`config.mk`:
```
export PLATFORM = sky130hd
export DESIGN_NAME = piso_serializer_flat
export DESIGN_NICKNAME = d
export VERILOG_FILES = /design/src/rtl/piso_serializer_if.sv /design/src/rtl/piso_serializer.sv /design/src/flat_wrapper.sv
export SDC_FILE = /design/constraint.sdc
export NUM_CORES = 1
export LEC_CHECK = 0
export CAP_MARGIN = 0
export CORE_UTILIZATION = 55
export CTS_BUF_LIST = sky130_fd_sc_hd__clkbuf_4 sky130_fd_sc_hd__clkbuf_8
export DETAILED_ROUTE_END_ITERATION = 8
export PLACE_DENSITY_LB_ADDON = 0.15
export SKIP_CTS_REPAIR_TIMING = 1
export SYNTH_ARGS = -nofsm -noshare
export SYNTH_HDL_FRONTEND = slang
export SYNTH_SLANG_ARGS = --single-unit
```
`constraint.sdc`:
```
create_clock -name clk -period 2.5 [get_ports clk]
set_clock_uncertainty 0.15 [all_clocks]
set_input_delay 0.625 -clock clk [delete_from_list [all_inputs] [get_ports clk]]
set_output_delay 0.625 -clock clk [all_outputs]
set_load 0.02 [all_outputs]
```
`src/rtl/piso_serializer_if.sv`:
```
// Word-in / bit-out bundle between a word source, the serializer and the serial sink.
interface piso_serializer_if #(
  parameter int unsigned N = 8
);
  logic [N-1:0] din;
  logic         din_valid;
  logic         din_ready;
  logic         flush;
  logic         sout;
  logic         sout_valid;
  logic         sof;
  logic         done;

  modport slave (
    input  din, din_valid, flush,
    output din_ready, sout, sout_valid, sof, done
  );

  modport master (
    output din, din_valid, flush,
    input  din_ready, sout, sout_valid, sof, done
  );
endinterface

```
`src/rtl/piso_serializer.sv`:
```
// Parallel-in serial-out transmitter: N-bit word per handshake, each bit held DIV cycles,
// with sof/done frame markers and gapless reload in the final cycle of a word.
module piso_serializer #(
  parameter int unsigned N          = 8,
  parameter int unsigned DIV        = 1,
  parameter bit          MSB_FIRST  = 1'b1,
  parameter bit          IDLE_LEVEL = 1'b0
) (
  input  logic              clk,
  input  logic              reset,
  piso_serializer_if.slave  bus
);
  localparam int unsigned BW = $clog2(N);
  localparam int unsigned DW = (DIV > 1) ? $clog2(DIV) : 1;

  typedef enum logic {IDLE, SHIFT} state_t;

  state_t         state, state_d;
  logic [N-1:0]   shreg, shreg_d;
  logic [BW-1:0]  bit_cnt, bit_d;
  logic [DW-1:0]  div_cnt, div_d;
  logic           last_bit, last_div, accept, head_d;

  assign last_bit = (bit_cnt == BW'(N - 1));
  assign last_div = (div_cnt == DW'(DIV - 1));

  // Ready in idle, or in the last cycle of a word so the next one follows with no gap.
  assign bus.din_ready = !reset && !bus.flush &&
                         ((state == IDLE) || ((state == SHIFT) && last_bit && last_div));
  assign accept = bus.din_valid && bus.din_ready;

  // Next-state and datapath decode.
  always_comb begin
    state_d = state;
    shreg_d = shreg;
    bit_d   = bit_cnt;
    div_d   = div_cnt;
    if (bus.flush) begin
      state_d = IDLE;
      shreg_d = '0;
      bit_d   = '0;
      div_d   = '0;
    end else if (accept) begin
      state_d = SHIFT;
      shreg_d = bus.din;
      bit_d   = '0;
      div_d   = '0;
    end else if (state == SHIFT) begin
      if (last_div) begin
        div_d = '0;
        if (last_bit) begin
          state_d = IDLE;
          bit_d   = '0;
        end else begin
          bit_d   = bit_cnt + BW'(1);
          shreg_d = MSB_FIRST ? {shreg[N-2:0], 1'b0} : {1'b0, shreg[N-1:1]};
        end
      end else begin
        div_d = div_cnt + DW'(1);
      end
    end
  end

  assign head_d = MSB_FIRST ? shreg_d[N-1] : shreg_d[0];

  always_ff @(posedge clk or posedge reset) begin
    if (reset) state <= IDLE;
    else       state <= state_d;
  end

  // Counters, shift register and registered serial-side outputs.
  always_ff @(posedge clk or posedge reset) begin
    if (reset) begin
      shreg          <= '0;
      bit_cnt        <= '0;
      div_cnt        <= '0;
      bus.sout       <= IDLE_LEVEL;
      bus.sout_valid <= 1'b0;
      bus.sof        <= 1'b0;
      bus.done       <= 1'b0;
    end else begin
      shreg          <= shreg_d;
      bit_cnt        <= bit_d;
      div_cnt        <= div_d;
      bus.sout       <= (state_d == SHIFT) ? head_d : IDLE_LEVEL;
      bus.sout_valid <= (state_d == SHIFT);
      bus.sof        <= (state_d == SHIFT) && (bit_d == '0);
      bus.done       <= (state_d == SHIFT) && (bit_d == BW'(N - 1)) && (div_d == DW'(DIV - 1));
    end
  end
endmodule

```
`src/flat_wrapper.sv`:
```
// flat-port wrapper written by rule: the top's interface ports become plain ports
module piso_serializer_flat 
#(
  parameter int unsigned N          = 8,
  parameter int unsigned DIV        = 1,
  parameter bit          MSB_FIRST  = 1'b1,
  parameter bit          IDLE_LEVEL = 1'b0
)
  (clk, reset, bus_din, bus_din_valid, bus_flush, bus_din_ready, bus_sout, bus_sout_valid, bus_sof, bus_done);
  piso_serializer_if #(.N(N)) bus_i ();
  input  logic clk;
  input  logic reset;
  input wire logic [$bits(bus_i.din)-1:0] bus_din;
  input wire logic [$bits(bus_i.din_valid)-1:0] bus_din_valid;
  input wire logic [$bits(bus_i.flush)-1:0] bus_flush;
  output wire logic [$bits(bus_i.din_ready)-1:0] bus_din_ready;
  output wire logic [$bits(bus_i.sout)-1:0] bus_sout;
  output wire logic [$bits(bus_i.sout_valid)-1:0] bus_sout_valid;
  output wire logic [$bits(bus_i.sof)-1:0] bus_sof;
  output wire logic [$bits(bus_i.done)-1:0] bus_done;
  assign bus_i.din = bus_din;
  assign bus_i.din_valid = bus_din_valid;
  assign bus_i.flush = bus_flush;
  assign bus_din_ready = bus_i.din_ready;
  assign bus_sout = bus_i.sout;
  assign bus_sout_valid = bus_i.sout_valid;
  assign bus_sof = bus_i.sof;
  assign bus_done = bus_i.done;
  piso_serializer #(.N(N), .DIV(DIV), .MSB_FIRST(MSB_FIRST), .IDLE_LEVEL(IDLE_LEVEL)) u_core (.clk(clk), .reset(reset), .bus(bus_i));
endmodule
```
# After elaboration in Yosys (flattened, before gate mapping)
# Index checks and enable logic that the tools add are counted.
[op_classes]
addsub = 2
eq_ne = 4
muxes = 20
bitwise = 3
n_reduce_logical = 14
[ops]
columns = ["operator", "count"]
rows = [
  ["8-bit two-way mux", 5],
  ["3-bit two-way mux", 5],
  ["1-bit two-way mux", 10],
  ["1-bit logical AND", 8],
  ["3-bit == test (second input constant)", 2],
  ["3-bit inequality test (second input constant)", 2],
  ["3-bit by 1-bit adder with 3-bit output (second input constant)", 1],
  ["3-bit logical NOT", 1],
  ["1-bit inverter", 3],
  ["3-bit AND reduction", 1],
  ["3-bit nonzero test", 1],
  ["1-bit logical NOT", 2],
  ["1-bit adder (second input constant)", 1],
  ["1-bit logical OR", 1],
]
[totals]
ff_bits = 16
input_bits = 12
output_inout_bits = 5
wordCells = 51

# Longest topological paths before layout
# Gate-level depths: netlist (run 1).
[logic_depth]
word_depth = 11
mapped_depth = 7
ltp_nobuf = 6

# Worst setup path before layout (run 1)
# OpenSTA, ideal clock, no wires.
[synth_timing]
kind = "register -> output"
from = "reg u_core.bit_cnt[0]"
to = "out bus_din_ready"
arrival_time_ns = 1.463
t_required_ns = 1.725
setup_slack_ns = 0.262
stages_incl_launch_ff = 5
path_buffers = 0
cell_sequence = "dfrtp_1 ha_1 ha_1 nand2b_1 a211oi_1"
[synth_between]
elab_chain_cells = 5
[synth_lines]
columns = ["element", "line", "text"]
rows = [
  ["start, declared", "piso_serializer.sv:20", "logic [BW-1:0] bit_cnt, bit_d;"],
  ["start signal, assigned", "piso_serializer.sv:83", "bit_cnt <= bit_d;"],
  ["3-bit == test", "piso_serializer.sv:24", "assign last_bit = (bit_cnt == BW'(N - 1));"],
  ["1-bit logical AND (2 in a row)", "piso_serializer.sv:29", "((state == IDLE) || ((state == SHIFT) && last_bit && last_div));"],
  ["1-bit logical OR", "piso_serializer.sv:29", ""],
  ["1-bit logical AND", "piso_serializer.sv:28", "assign bus.din_ready = !reset && !bus.flush &&"],
  ["end, declared", "flat_wrapper.sv:16", "output wire logic [$bits(bus_i.din_ready)-1:0] bus_din_ready;"],
]
# No other way between the ends.

# Worst setup path in the final report (run 1)
[layout_timing]
from = "reg u_core.bit_cnt[1]"
to = "out bus_din_ready"
# Same word-level chain as after synthesis.

==> key figures, run 1 <==
Clock network
  – TritonCTS clock tree: done
  – Clk slew on worst S/H paths: ~0.090 ns
  – Clock Tree Buf Depth: 2
  – Clk Latency, worst-skew pair: approximately 0.28 ns
  – Root buffer cell: clkbuf_4
  – H-Tree Depth: 1
  – Sink Count: 16
  – CTS buffer count: 3

Timing
  – Final Setup Violations: 0
  – Unrepaired setup endpoints after global routing: no
  – Setup ws final: about 0.15 ns
  – Final hold vios: 0
  – Slew HR: 0.602
  – Worst slew pin tran: slightly below 0.6 ns
  – Setup TNS: 0 ns
  – Fmax achieved: around 430 MHz
  – Final Max Slew Viols: 0
  – Final Critical Period: between 2 and 2.5 ns
  – Hold_ws: around 0.42 ns
  – Post-route clock period utilization: 0.940

Yosys
  – Synth top area share: 0.478
  – Warnings from Yosys: 0
  – Seq/Total Area, Yosys: 0.478
  – Post-synthesis cell type count: 26
  – Syn Area/Cell: roughly 11 um2
  – Async set-reset flop share out of synthesis: 1.00
  – Seq cells post-synth: 16
  – Top cells by area, synth: dfrtp_1 (48%), a22oi_1 (6.3%), nand3b_1 (6.3%), a21oi_1 (6.0%), mux2i_1 (4.8%)
  – Post-synth top cells: dfrtp_1 (16), a21oi_1 (10), a22oi_1 (7), nand3b_1 (7)
  – Top FF cell, synth: dfrtp_1
  – Post-synth EDFFs: 0
  – Cell Area, Synth: between 800 and 900 um2
  – Top-count cell post-synth: dfrtp_1
  – Mapped Cells: slightly below 80
  – Syn_nets: 93
  – Post-synth top area cell: dfrtp_1

Global route
  – Largest net degree at the start of global routing: 17
  – Initial antenna violation count: 0
  – Grt total ovfl: 0
  – Vias in the first global route: ~570
  – Total GRT Usage: 0.258
  – First-pass GRT wire length: approximately 2.6 mm

Final layout
  – Register area: approximately 400 um2
  – Fin cells: 114
  – Synthesis-to-finish area growth: 25.4%
  – Multi-input gate area: around 390 um2
  – Nets: approximately 120
  – Filler cells: between 100 and 150
  – Layout cell share with drive strength beyond 1: 0.152
  – N_diodes: 0

Setup path
  – Startpoint Class: register
  – Crit Path Category: register to output pin
  – Req. time, crit path: 1.73 ns
  – Worst Setup SP: u_core.bit_cnt[1]
  – Reg2Reg Setup Slack: 0.63 ns
  – Worst-path fanout max: 3
  – Crit path DAT: around 1.6 ns
  – R2r endpoint: u_core.div_cnt
  – Cells on worst reg2reg path: 7
  – CP endpoint kind: output pin
  – Worst reg2reg startpoint: u_core.bit_cnt[1]

Die
  – Die ar.: 1680 um2
  – Row cnt: 13
  – Core Box Area: roughly 1400 um2
  – Die Wd: roughly 41 um
  – Initial core utilization: 0.614
  – Chip height: 41.0 um
  – Num ports: 17

Pwr
  – Power density cells: ~480 nW/um2
  – Maximum vdd drop: about 0.44 mV
  – P_leak: 0.000464 uW

Placement
  – DP HPWL: approximately 1.2 mm
  – Port Buffers: 16
  – Placer congestion estimate: 0.976
  – Pre-CTS WS: -0.156 ns
  – Cells after DPL: approximately 110

Detailed routing
  – Vias post-DR: about 700
  – Vias per std cell: between 6 and 7
  – # DRC: 0
  – Antenna-violating nets left: 0
  – WL/cell: between 15 and 20 um
  – Initial DRC count: 21
  – Drt pass-1 iters: 5
  – Routed WL: about 1.8 mm

Worst hold path
  – Hold depth: 2
  – Hold wc startpoint: u_core.shreg[4]
  – Worst hold path type: register to register
  – WHS Endpoint: u_core.shreg[4]

Job
  – Max Cap Viol: 0

Run status
  – Status: completed
-- layout by cell type, fill, tap and decap left out, drive strengths merged, types with 3 or more instances in the layout --
cell type,instances
a21oi,10
a22oi,7
buf,7
clkbuf,3
clkdlybuf4s50,15
dfrtp,16
mux2i,4
nand2,4
nand2b,3
nand3b,7
nor2,3
nor3,3
-- report_power, final --
part	switching, uW	leakage (uW)	internal [uW]
registers	5.84	0.000219	269
clock network	75.6	0.0000138	55.9
logic	46.6	0.000231	47.1
total	128	0.000464	372
-- registers in the layout, indices dropped and copies added (netlist names) --
| name | flops |
|---|---|
| u_core.bit_cnt | 3 |
| u_core.state | 1 |
| u_core.div_cnt | 1 |
| u_core.bus.sof | 1 |
| u_core.bus.sout | 1 |
| u_core.shreg | 8 |
| u_core.bus.done | 1 |
-- worst max-delay path, cell delays in order (launching register included) --
cell and delay [ns]:
dfrtp_1 0.39, ha_1 0.17, ha_1 0.16, nand2b_1 0.08, a211oi_1 0.24, dlymetal6s2s_1 0.25
-- final cells by class --
cell class / count / area share
clock buffer: 3 / 0.0214
inverter: 1 / 0.00357
multi-input combinational: 56 / 0.371
sequential: 16 / 0.381
tap: 15 / 0.0179
timing repair buffer: 23 / 0.205
-- routing by layer --
metal | vias up | wire length (um) | GRT usage
li1 | 332 | - | -
met1 | 338 | 828 | 0.334
met2 | 25 | 818 | 0.383
met3 | 4 | 80 | 0.0652
met4 | 0 | 40 | 0.150
met5 | - | 0 | 0
-- through the flow --
stage                     cell area, um2  power [uW]  utilization
after global routing                1050         523        0.769
after detailed placement            1030         373        0.751
after floorplan                      838         337            -
final                               1050         500        0.769
after CTS                           1050         503        0.767
after global placement              1030         370        0.751
-- worst max-delay path by stage --
| stage | slack [ns] | to | depth (start not counted) |
|---|---|---|---|
| 4_1_cts | -0.24 | bus_din_ready | 5 |
| 6_report | 0.15 | bus_din_ready | 5 |
| 3_5_place_dp | -0.16 | bus_din_ready | 3 |
| 3_3_place_gp | -0.16 | bus_din_ready | 3 |
| 5_1_grt | 0.06 | bus_din_ready | 5 |
| 2_1_floorplan | 0.26 | bus_din_ready | 4 |
-- cell families (layout without fill, tap and decap cells) --
| family | count (synthesis) | count (layout) | synth area share |
|---|---|---|---|
| adder cells (fa/ha/maj) | 2 | 2 | 0.0298 |
| multiplexers | 4 | 4 | 0.0478 |
| flip-flops | 16 | 16 | 0.478 |
| AO/OA/AOI/OAI | 23 | 23 | 0.178 |
| buffers and inverters | 7 | 27 | 0.0567 |
| AND/OR/NAND/NOR | 27 | 27 | 0.210 |
Power figures use the tool's default switching activity.
==> run 2, diff against run 1 <==
- CORE_UTILIZATION: 55 -> 52
- clock period: 2.5 -> 2.3 ns (I/O delays scaled with it)
==> run 2 against run 1 <==
Against the previous run: largest cell class unchanged; combinational power is 9% higher; global-route usage is 3.4 points lower; critical endpoint unchanged; routed wire length is 4.2% lower; cell count is 4.4% higher.
==> key figures, run 2 (synthesis results as in run 1) <==
Run status
  – Status: completed

Timing
  – Final hold vios: 0 (unchanged)
  – Final Setup Violations: 0 (unchanged)
  – Worst slew pin tran: 0.604 ns (+0.00777 ns)
  – Slew HR: 0.597 (-0.00519)
  – Post-route clock period utilization: 0.956
  – Fmax achieved: 455 MHz
  – Final Max Slew Viols: 0 (unchanged)
  – Unrepaired setup endpoints after global routing: no
  – Final Critical Period: ~2.2 ns

Final layout
  – Nets: 119 (+3.5%)
  – Biggest regs: u_core.shreg (8), u_core.bit_cnt (3)
  – Layout cell share with drive strength beyond 1: 0.194 (+0.0427)
  – Most frequent cells in the layout: dfrtp_1 (16), clkdlybuf4s50_1 (15), buf_4 (11)
  – Max FFs per register: 8 (unchanged)
  – N_diodes: 0 (unchanged)
  – Design area: 1070 um2 (+2.3%)
  – Synthesis-to-finish area growth: 28.2%
  – Biggest register: u_core.shreg
  – Most common cell after layout, fill and taps aside: dfrtp_1
  – Final core utilization: 0.713 (-0.0558)

Detailed routing
  – Met2 WL post-DR: 828 um (+1.2%)
  – WL/cell: 14.2 um (-8.2%)
  – Met1 wire length: 731 um (-12%)
  – Vias post-DR: 708 (+1.3%)
  – Routed WL: 1.69 mm (-4.2%)
  – Uppermost layer routed: met4
  – Antenna-violating nets left: 0 (unchanged)
  – Initial DRC count: 12 (-43%)
  – Drt pass-1 iters: 4 (-1)
  – Vias per std cell: 5.95 (-3.0%)
  – Routed wl met3: 110 um (+38%)
  – # DRC: 0 (unchanged)

Die
  – Chip height: 42.2 um (+2.7%)
  – Initial core utilization: 0.556 (-0.0571)
  – Die Wd: 42.2 um (+2.7%)
  – Core Box Area: 1510 um2 (+10%)
  – Die ar.: 1780 um2 (+5.5%)
  – Num ports: 17 (unchanged)
  – Row cnt: 14 (+1)

Clock network
  – Clock Tree Buf Depth: 2 (unchanged)
  – CTS buffer count: 3 (unchanged)
  – Sink Count: 16 (unchanged)
  – Clk slew on worst S/H paths: 0.08 ns (about the same)
  – Clk Latency, worst-skew pair: 0.28 ns (about the same)
  – Root buffer cell: clkbuf_4
  – H-Tree Depth: 1 (unchanged)
  – TritonCTS clock tree: done

Worst hold path
  – Worst hold path type: register to register

Global route
  – Total GRT Usage: 0.224 (-0.0345)
  – Vias in the first global route: 703 (+24%)
  – Grt total ovfl: 0 (unchanged)
  – Largest net degree at the start of global routing: 17 (unchanged)
  – First-pass GRT wire length: 2.96 mm (+12%)
  – Initial antenna violation count: 0 (unchanged)

Placement
  – Placed cell area: 1060 um2 (+3.0%)
  – DP HPWL: 1.23 mm (+4.2%)
  – Port Buffers: 16 (unchanged)
  – Placer congestion estimate: 0.846 (-13%)

Job
  – Max Cap Viol: 0 (unchanged)

Pwr
  – Maximum vdd drop: 0.494 mV (+12%)
  – P_leak: 0.000471 uW (+1.6%)
  – Pwr Total: 540 uW (+7.9%)
  – Power density cells: 502 nW/um2 (+5.5%)

Setup path
  – Req. time, crit path: 1.57 ns (-0.16 ns)
  – Worst-path fanout max: 2 (-1)
  – Crit Path Category: register to output pin
  – Startpoint Class: register
  – CP endpoint kind: output pin
  – Crit path DAT: 1.47 ns (-0.11 ns)
run 2: report_power, final:
| group | switching [uW] | internal, uW |
|---|---|---|
| combinational | 49.4 | 52.9 |
| sequential | 6.40 | 293 |
| clock | 77.9 | 60.7 |
| total | 134 | 406 |
run 2: area by class of cell:
class	count	area, um2
sequential	16	400
inverter	1	3.75
multi-input combinational	56	390
tap	16	20.0
timing repair buffer	27	238
fill	131	432
clock buffer	3	22.5
run 2: through the flow:
stage / setup slack (ns) / instances / TNS (ns) / hold slack, ns
after CTS: -0.381 / 119 / -0.381 / 0.412
after detailed placement: -0.291 / 116 / -0.291 / 0.397
after global placement: -0.266 / 116 / -0.266 / 0.390
after global routing: 0.00223 / 119 / 0 / 0.445
after floorplan: 0.112 / 79 / 0 / 0.339
final: 0.102 / 119 / 0 / 0.410
run 2: worst max-delay path, stage by stage, from the launching register on:
cell,delay [ns]
dfrtp_1,0.36
ha_1,0.16
ha_1,0.16
nand2b_1,0.09
a211oi_1,0.23
buf_2,0.20
run 2: final timing paths:
| path | from | to | slack, ns | cells after the start |
|---|---|---|---|---|
| max | u_core.bit_cnt[0] | bus_din_ready | 0.10 | 5 |
| min | u_core.shreg[3] | u_core.shreg[3] | 0.41 | 2 |
| max reg2reg | u_core.bit_cnt[0] | u_core.bus.done | 0.34 | 8 |
| min reg2reg | u_core.shreg[3] | u_core.shreg[3] | 0.41 | 2 |
| max in group asynchronous | reset | u_core.shreg[4] | 0.95 | 3 |
| min in group asynchronous | reset | u_core.div_cnt | 0.66 | 3 |
run 2: layer usage:
| metal | GRT usage | up-vias |
|---|---|---|
| met5 | 0 | - |
| met4 | 0.0813 | 0 |
| met2 | 0.372 | 26 |
| met3 | 0.0862 | 4 |
| li1 | - | 339 |
| met1 | 0.263 | 339 |
